--- src/rtl/store_order_ctrl.sv ---
// Store-issue controller: caps outstanding stores, serialises non-idempotent
// stores and drains all outstanding stores on a fence.
module store_order_ctrl #(
  parameter int MaxOutstandingStores = 7,
  parameter int CntWidth             = $clog2(MaxOutstandingStores + 1)
) (
  input  logic                clk_i,
  input  logic                rst_i,
  input  logic                st_req_i,
  input  logic                st_nonidem_i,
  output logic                st_gnt_o,
  input  logic                st_ack_i,
  input  logic                fence_i,
  output logic                fence_done_o,
  output logic                busy_o,
  output logic [CntWidth-1:0] outstanding_o,
  output logic                err_o
);

  typedef enum logic [1:0] {
    NORMAL      = 2'd0,
    FENCE_DRAIN = 2'd1,
    NI_DRAIN    = 2'd2,
    NI_WAIT     = 2'd3
  } state_e;

  localparam logic [CntWidth-1:0] ZERO_CNT = {CntWidth{1'b0}};
  localparam logic [CntWidth-1:0] ONE_CNT  = CntWidth'(1);
  localparam logic [CntWidth-1:0] MAX_CNT  = CntWidth'(MaxOutstandingStores);

  state_e                state_r;
  state_e                state_s;
  logic [CntWidth-1:0]   cnt_r;
  logic                  fence_pend_r;
  logic                  err_r;
  logic                  gnt_s;
  logic                  done_s;
  logic                  issue_s;
  logic                  ack_valid_s;
  logic                  cnt_zero_s;

  assign cnt_zero_s  = (cnt_r == ZERO_CNT);
  assign issue_s     = st_req_i & gnt_s;
  // An ack with nothing outstanding is an error and must not underflow the count.
  assign ack_valid_s = st_ack_i & ~cnt_zero_s;

  // Next-state, grant and fence-done decode.
  always_comb begin
    state_s = state_r;
    gnt_s   = 1'b0;
    done_s  = 1'b0;
    case (state_r)
      NORMAL: begin
        if (fence_i | fence_pend_r) begin
          state_s = FENCE_DRAIN;
        end else if (st_req_i & ~st_nonidem_i) begin
          // A same-cycle ack frees a slot, so a full queue can still accept.
          gnt_s = (cnt_r < MAX_CNT) | st_ack_i;
        end else if (st_req_i & st_nonidem_i) begin
          if (cnt_zero_s) begin
            gnt_s   = 1'b1;
            state_s = NI_WAIT;
          end else begin
            state_s = NI_DRAIN;
          end
        end else begin
          state_s = NORMAL;
        end
      end
      FENCE_DRAIN: begin
        done_s = cnt_zero_s;
        if (cnt_zero_s) begin
          state_s = NORMAL;
        end else begin
          state_s = FENCE_DRAIN;
        end
      end
      NI_DRAIN: begin
        gnt_s = st_req_i & cnt_zero_s;
        if (gnt_s) begin
          state_s = NI_WAIT;
        end else if (!st_req_i) begin
          state_s = NORMAL;
        end else begin
          state_s = NI_DRAIN;
        end
      end
      NI_WAIT: begin
        if (st_ack_i) begin
          state_s = NORMAL;
        end else begin
          state_s = NI_WAIT;
        end
      end
      default: begin
        state_s = NORMAL;
      end
    endcase
  end

  // State register.
  always_ff @(posedge clk_i or posedge rst_i) begin
    if (rst_i) begin
      state_r <= NORMAL;
    end else begin
      state_r <= state_s;
    end
  end

  // Outstanding-store counter.
  always_ff @(posedge clk_i or posedge rst_i) begin
    if (rst_i) begin
      cnt_r <= ZERO_CNT;
    end else begin
      case ({issue_s, ack_valid_s})
        2'b10:   cnt_r <= cnt_r + ONE_CNT;
        2'b01:   cnt_r <= cnt_r - ONE_CNT;
        default: cnt_r <= cnt_r;
      endcase
    end
  end

  // Fences arriving outside NORMAL are remembered (and merged) until serviced.
  always_ff @(posedge clk_i or posedge rst_i) begin
    if (rst_i) begin
      fence_pend_r <= 1'b0;
    end else if (state_r == NORMAL) begin
      fence_pend_r <= 1'b0;
    end else if (fence_i) begin
      fence_pend_r <= 1'b1;
    end else begin
      fence_pend_r <= fence_pend_r;
    end
  end

  // Sticky error on a spurious ack.
  always_ff @(posedge clk_i or posedge rst_i) begin
    if (rst_i) begin
      err_r <= 1'b0;
    end else begin
      err_r <= err_r | (st_ack_i & cnt_zero_s);
    end
  end

  // Grant and done are forced low while reset is held.
  assign st_gnt_o      = gnt_s & ~rst_i;
  assign fence_done_o  = done_s & ~rst_i;
  assign busy_o        = (state_r != NORMAL) | ~cnt_zero_s;
  assign outstanding_o = cnt_r;
  assign err_o         = err_r;

  store_order_ctrl_chk #(
    .MaxOutstandingStores (MaxOutstandingStores),
    .CntWidth             (CntWidth)
  ) u_chk (
    .clk_i        (clk_i),
    .rst_i        (rst_i),
    .cnt_i        (cnt_r),
    .st_req_i     (st_req_i),
    .st_gnt_i     (st_gnt_o),
    .fence_done_i (fence_done_o)
  );

endmodule

// Runtime invariants of the store-order controller.
module store_order_ctrl_chk #(
  parameter int MaxOutstandingStores = 7,
  parameter int CntWidth             = 3
) (
  input logic                clk_i,
  input logic                rst_i,
  input logic [CntWidth-1:0] cnt_i,
  input logic                st_req_i,
  input logic                st_gnt_i,
  input logic                fence_done_i
);

  localparam logic [CntWidth-1:0] MAX_CNT = CntWidth'(MaxOutstandingStores);

  a_cnt_max: assert property (@(posedge clk_i) disable iff (rst_i) cnt_i <= MAX_CNT);
  a_gnt_req: assert property (@(posedge clk_i) disable iff (rst_i) !(st_gnt_i && !st_req_i));
  a_done_pulse: assert property (@(posedge clk_i) disable iff (rst_i)
                                 fence_done_i |=> !fence_done_i);

endmodule

--- config.mk ---
export PLATFORM = sky130hd
export DESIGN_NAME = store_order_ctrl
export DESIGN_NICKNAME = d
export VERILOG_FILES = /design/src/rtl/store_order_ctrl.sv
export SDC_FILE = /design/constraint.sdc
export NUM_CORES = 1
export LEC_CHECK = 0
export BUFFER_PORTS_ARGS = -buffer_cell sky130_fd_sc_hd__buf_2
export CAP_MARGIN = 20
export CORE_AREA = 3 3 40 42
export DETAILED_ROUTE_END_ITERATION = 10
export DIE_AREA = 0 0 43 45
export GPL_TIMING_DRIVEN = 0
export SLEW_MARGIN = 0
export SYNTH_ARGS = -nofsm -noshare
export SYNTH_HDL_FRONTEND = slang
export SYNTH_HIERARCHICAL = 1
export SYNTH_SLANG_ARGS = --single-unit
--- constraint.sdc ---
create_clock -name clk_i -period 1.96 [get_ports clk_i]
set_clock_uncertainty 0.1 [all_clocks]
set_input_delay 0.098 -clock clk_i [delete_from_list [all_inputs] [get_ports clk_i]]
set_output_delay 0.098 -clock clk_i [all_outputs]
set_load 0.005 [all_outputs]
==> flow_summary.json, run 1 <==
{
  "status": "complete, but fails checks",
  "violations": "setup timing",
  "grt_pass1_wl_um": 1560,
  "grt_pass1_vias": 342,
  "path_cells": "nor4_4 > inv_1 > o21a_1 > ha_2 > fa_2 > xnor2_1 > nor2_1 > xor2_1",
  "via_count": 398,
  "yosysSeqAreaShare_pct": 38.9,
  "maxCapViolations": 0,
  "power_mw": 0.874,
  "yosys-top-cells-area": "dfrtp_1, a21o_1, nor4_4, fa_1, nor2b_1",
  "drive_gt1_share_pct": 47.0,
  "syn_area_per_cell_sq_um": 10.5,
  "insertion_delay_ps": 250,
  "p_sw_mw": 0.335,
  "arrival_ps": 2120,
  "root_buffer": "clkbuf_4",
  "maxSlewHeadroom_pct": 79.1,
  "dp_hpwl_um": 685,
  "leakage_nw": 0.289,
  "slew_viol_final": 0,
  "yosys_warnings": 6,
  "place_ws_ps": -244,
  "syn_area_sq_um": 450,
  "synthCells": 43,
  "ys_ff_latch": 7,
  "yosysUniqueCellTypes": 25,
  "start_util_pct": 35.1,
  "final_util_pct": 48.8,
  "cts.sinks": 7,
  "clock_path_buffers": 2,
  "cts_buffers": 3,
  "rsz0062_at_grt": "true",
  "first_pass_iters": 3,
  "post-route-period-util_pct": 104,
  "rows": 13,
  "ios": 13,
  "startpoint_type": "flip-flop",
  "finish.instance_area_sq_um": 627,
  "fin_crit_ps": 2040,
  "comb_power_share_pct": 47.1,
  "yosys.area.top_type_share_pct": 38.9,
  "routabilityCongestion": 0.701,
  "multi_input_area_sq_um": 275,
  "finalSetupViolations": 2,
  "first_iter_violations": 7,
  "antenna_left": 0,
  "diodes": 0,
  "hp-class": "input pin to flip-flop",
  "synth_nets": 51,
  "grt_max_degree": 9,
  "wl_per_cell_um": 12.7,
  "power_density_nw_per_um2": 1390,
  "antenna_found_initial": 0,
  "io_buffers": 12,
  "placed_cell_area_sq_um": 539,
  "die_w_um": 43,
  "synth_top_cell_by_area": "dfrtp_1",
  "viasPerCell": 4.91,
  "finalHoldViolations": 0,
  "crit_slowest_cell": "dfrtp_1",
  "crit_type": "flip-flop to flip-flop",
  "p_int_mw": 0.539,
  "overflow": 0,
  "area_growth_pct": 39.2,
  "swShare_pct": 38.3,
  "tritoncts": "built",
  "path_clk_slew_ps": 60,
  "finalWorstSetupSlack_ps": -84.2,
  "fmax_mhz": 489,
  "ir_drop_mv": 0.698,
  "routed_wl_um": 1030,
  "dieArea_sq_um": 1940,
  "core_sq_um": 1280,
  "p_clk_share_pct": 15.9,
  "htreeDepth": 1,
  "die_h_um": 45,
  "cp-end-kind": "flip-flop",
  "area.sequential_sq_um": 180,
  "required_ps": 2040,
  "grt_util_all_layers_pct": 11.2,
  "num-fill-cells": 117,
  "seq_power_share_pct": 37.0,
  "critPathMaxStageDelay_ps": 420,
  "critPathMaxFanout": 2,
  "worst_slew_pin_slew_ps": 313,
  "final_net_count": 75,
  "drc": 0,
  "tns_ps": -166
}
registers in the layout, indices dropped and copies added, names as in the netlist:
name	flops
err_o	1
state_r	2
fence_pend_r	1
outstanding_o	3
critical path, delay by kind of cell, from the launching register on:
kind | cells | cell delay [ps]
adder cells (fa/ha/maj) | 2 | 520
flip-flops | 1 | 420
AND/OR/NAND/NOR | 2 | 410
XOR/XNOR | 2 | 260
AO/OA/AOI/OAI | 1 | 190
buffers and inverters | 1 | 60
cell type report:
cell class,count,area share (%)
tap,15,2.99
clock buffer,4,4.19
inverter,3,1.80
multi-input combinational,33,43.9
sequential,7,28.7
timing repair buffer,19,18.4
worst paths after layout:
check | startpoint | endpoint | slack, ps | cells past startpoint
worst max-delay path | fence_pend_r$_DFFE_PP0P_ | outstanding_o[2]$_DFFE_PP0P_ | -80 | 8
worst min-delay path | st_ack_i | err_o$_DFF_PP0_ | 4 | 2
worst max register to register | fence_pend_r$_DFFE_PP0P_ | outstanding_o[2]$_DFFE_PP0P_ | -80 | 8
worst min register to register | err_o$_DFF_PP0_ | err_o$_DFF_PP0_ | 370 | 1
max in group asynchronous | rst_i | state_r[1]$_DFFE_PP0P_ | 1260 | 3
min in group asynchronous | rst_i | outstanding_o[2]$_DFFE_PP0P_ | 250 | 3
what timing repair did:
item / 4_1_cts / 5_1_grt
endpoints found under the setup margin: 2 / 2
hold buffers: 1 / 0
pin swaps: 3 / 1
endpoints found under the hold margin: 7 / 0
gates resized for setup: 0 / 4
buffers inserted: 3 / 3
cells by family (layout without fill, tap and decap cells):
family                     count (synthesis)  in the layout  share of synthesized area (%)
and+or+nand+nor                           18             18                           28.1
buffers and inverters                      3             26                           2.50
muxes                                      1              1                           2.50
adders and majority gates                  2              2                           7.22
DFF                                        7              7                           38.9
xor gates and xnor gates                   3              3                           5.83
AOI/OAI and AO/OA                          9              9                           15.0
per-layer routing:
metal / global-route usage [%] / part of all wire (%) / vias to the layer above / routed length [um]
met5: 0 / 0 / - / 0
met3: 1.99 / 5.4 / 2 / 55
met1: 13.6 / 46 / 186 / 472
met2: 18.3 / 47 / 9 / 478
met4: 7.23 / 1.9 / 0 / 19
li1: - / - / 201 / -
cells in the final DEF, fill, tap and decap left out, types with 2 or more instances in the layout:
cell type | netlist | final
clkbuf_4 | 0 | 3
xnor2_1 | 2 | 2
buf_2 | 0 | 12
nor2_1 | 4 | 4
buf_4 | 0 | 6
dfrtp_1 | 7 | 3
a21o_1 | 3 | 3
nand2_1 | 3 | 3
nor2b_1 | 3 | 2
dfrtp_2 | 0 | 4
inv_1 | 3 | 3
synth_stat cells:
| cell type | number |
|---|---|
| nand3_1 | 1 |
| nor3b_1 | 1 |
| nor2b_1 | 3 |
| mux2_1 | 1 |
| nor4_4 | 1 |
| o221ai_1 | 1 |
| nand2_1 | 3 |
| a311oi_1 | 1 |
| inv_1 | 3 |
| nand4_1 | 1 |
| o2111ai_1 | 1 |
| nor3_4 | 1 |
| o21ai_0 | 1 |
| or2b_1 | 1 |
| xor2_1 | 1 |
| xnor2_1 | 2 |
| ha_1 | 1 |
| nand4b_1 | 1 |
| dfrtp_1 | 7 |
| and3b_1 | 1 |
| fa_1 | 1 |
| a21o_1 | 3 |
| nor2_1 | 4 |
| o21a_1 | 1 |
| o22ai_1 | 1 |
power groups by stage:
stage          sequential [mW]  combinational (mW)  clock [mW]
5_1_grt                  0.334               0.456       0.153
3_3_place_gp             0.326               0.329           0
3_5_place_dp             0.329               0.329           0
4_1_cts                  0.329               0.361       0.142
2_1_floorplan            0.317               0.238           0
6_report                 0.324               0.412       0.139
through the flow:
stage,cells,hold WS (ps)
CTS,78,2.14
floorplan,43,-191
finish,81,3.56
global placement,70,-11.7
global route,81,13.5
detailed placement,70,-12.1
No activity file was read; power rests on OpenSTA's default activity.
==> run 2: changes to the inputs <==
--- a/config.mk
+++ b/config.mk
@@ -11,6 +11,7 @@
 export DETAILED_ROUTE_END_ITERATION = 10
 export DIE_AREA = 0 0 43 45
 export GPL_TIMING_DRIVEN = 0
+export RECOVER_POWER = 50
 export SLEW_MARGIN = 0
 export SYNTH_ARGS = -nofsm -noshare
 export SYNTH_HDL_FRONTEND = slang
==> flow_summary.json, run 2 (synthesis results as in run 1) <==
{
  "status": "complete, but fails checks",
  "violations": "setup timing",
  "core_sq_um": 1280,
  "clock_path_buffers": 2,
  "grt_pass1_wl_um": 1560,
  "cts_buffers": 3,
  "power_mw": 0.874,
  "ios": 13,
  "fin_crit_ps": 2040,
  "insertion_delay_ps": 250,
  "placed_cell_area_sq_um": 539,
  "met3_usage_pct": 1.99,
  "worst_slew_pin_slew_ps": 312,
  "use_met1_pct": 13.6,
  "io_buffers": 12,
  "routed_wl_um": 1020,
  "die_w_um": 43,
  "drc": 0,
  "first_pass_iters": 3,
  "antenna_found_initial": 0,
  "die_h_um": 45,
  "power_density_nw_per_um2": 1400,
  "final_net_count": 75,
  "met2_usage_pct": 18.3,
  "grt_util_all_layers_pct": 11.2,
  "finalWorstSetupSlack_ps": -84.2,
  "tritoncts": "built",
  "finalHoldViolations": 0,
  "viasPerCell": 4.91,
  "overflow": 0,
  "path_clk_slew_ps": 60,
  "num-fill-cells": 117,
  "diodes": 0,
  "cp-end-kind": "flip-flop",
  "wl_per_cell_um": 12.6,
  "post-route-period-util_pct": 104,
  "via_count": 398,
  "arrival_ps": 2120,
  "root_buffer": "clkbuf_4",
  "ir_drop_mv": 0.698,
  "layout.cells.non_filler": 81,
  "hp-class": "input pin to flip-flop",
  "leakage_nw": 0.286,
  "critPathMaxFanout": 2,
  "routabilityCongestion": 0.701,
  "area_growth_pct": 38.9,
  "layout_common_cells": "buf_2, buf_4, nor2_1, dfrtp_2",
  "largest_reg_flops": 3,
  "rsz0062_at_grt": "true",
  "finalSetupViolations": 2,
  "required_ps": 2040,
  "place_ws_ps": -244,
  "grt_max_degree": 9,
  "rows": 13,
  "tns_ps": -166,
  "maxSlewHeadroom_pct": 79.2,
  "dpl.cell_count": 70,
  "cts.sinks": 7,
  "layout_commonest_cell": "buf_2",
  "first_iter_violations": 7,
  "grt_pass1_vias": 342,
  "crit_type": "flip-flop to flip-flop",
  "htreeDepth": 1,
  "dp_hpwl_um": 685,
  "maxCapViolations": 0,
  "finish.instance_area_sq_um": 626,
  "fmax_mhz": 489,
  "holdWs_ps": 3.56,
  "final_util_pct": 48.7,
  "startpoint_type": "flip-flop",
  "antenna_left": 0,
  "start_util_pct": 35.1,
  "dieArea_sq_um": 1940,
  "slew_viol_final": 0,
  "drive_gt1_share_pct": 45.5,
  "grt_busiest_layer": "met2"
}
## run 2: cell count changes in the layout (fill, tap and decap cells not counted), sizes merged
cell,previous run,this run
clkbuf,4,5
buf,18,17
## run 2: final cells by class
type                    instances  area (sq um)  area share (%)
clock buffers                   4          26.3            4.20
inverters                       3          11.3            1.80
multi-input cells              33           275            44.0
flip-flops and latches          7           180            28.8
well taps                      15          18.8            3.00
repair buffers                 19           114            18.2
## run 2: power breakdown
group	total [mW]	leakage [nW]	internal [mW]	switching, mW
sequential	0.324	0.0758	0.219	0.105
combinational	0.411	0.196	0.242	0.169
clock	0.139	0.0150	0.0782	0.0609
## run 2: repair_timing
| action | 4_1_cts | 5_1_grt |
|---|---|---|
| endpoints found under the hold margin | 7 | 0 |
| setup buffers | 3 | 3 |
| pin swaps | 3 | 1 |
| resized for setup | 0 | 4 |
| hold buffers | 1 | 0 |
| setup endpoints to repair | 2 | 2 |
## run 2: path summary, 6_finish.rpt
path	endpoint	cells after the start	slack, ps	startpoint
max	outstanding_o[2]$_DFFE_PP0P_	8	-80	fence_pend_r$_DFFE_PP0P_
min	err_o$_DFF_PP0_	2	4	st_ack_i
max reg2reg	outstanding_o[2]$_DFFE_PP0P_	8	-80	fence_pend_r$_DFFE_PP0P_
min reg2reg	err_o$_DFF_PP0_	1	370	err_o$_DFF_PP0_
max in group asynchronous	state_r[1]$_DFFE_PP0P_	3	1260	rst_i
min in group asynchronous	outstanding_o[2]$_DFFE_PP0P_	3	240	rst_i
## run 2: worst max-delay path: stages, from the launching register on
cell and delay, ps:
dfrtp_1 420, nor4_4 300, inv_1 60, o21a_1 190
ha_2 190, fa_2 330, xnor2_1 120, nor2_1 110
xor2_1 140
## run 2: routing by layer
layer,routed length [um],vias up
met3,55,2
met1,470,186
met4,19,0
met2,478,9
li1,-,201
met5,0,-
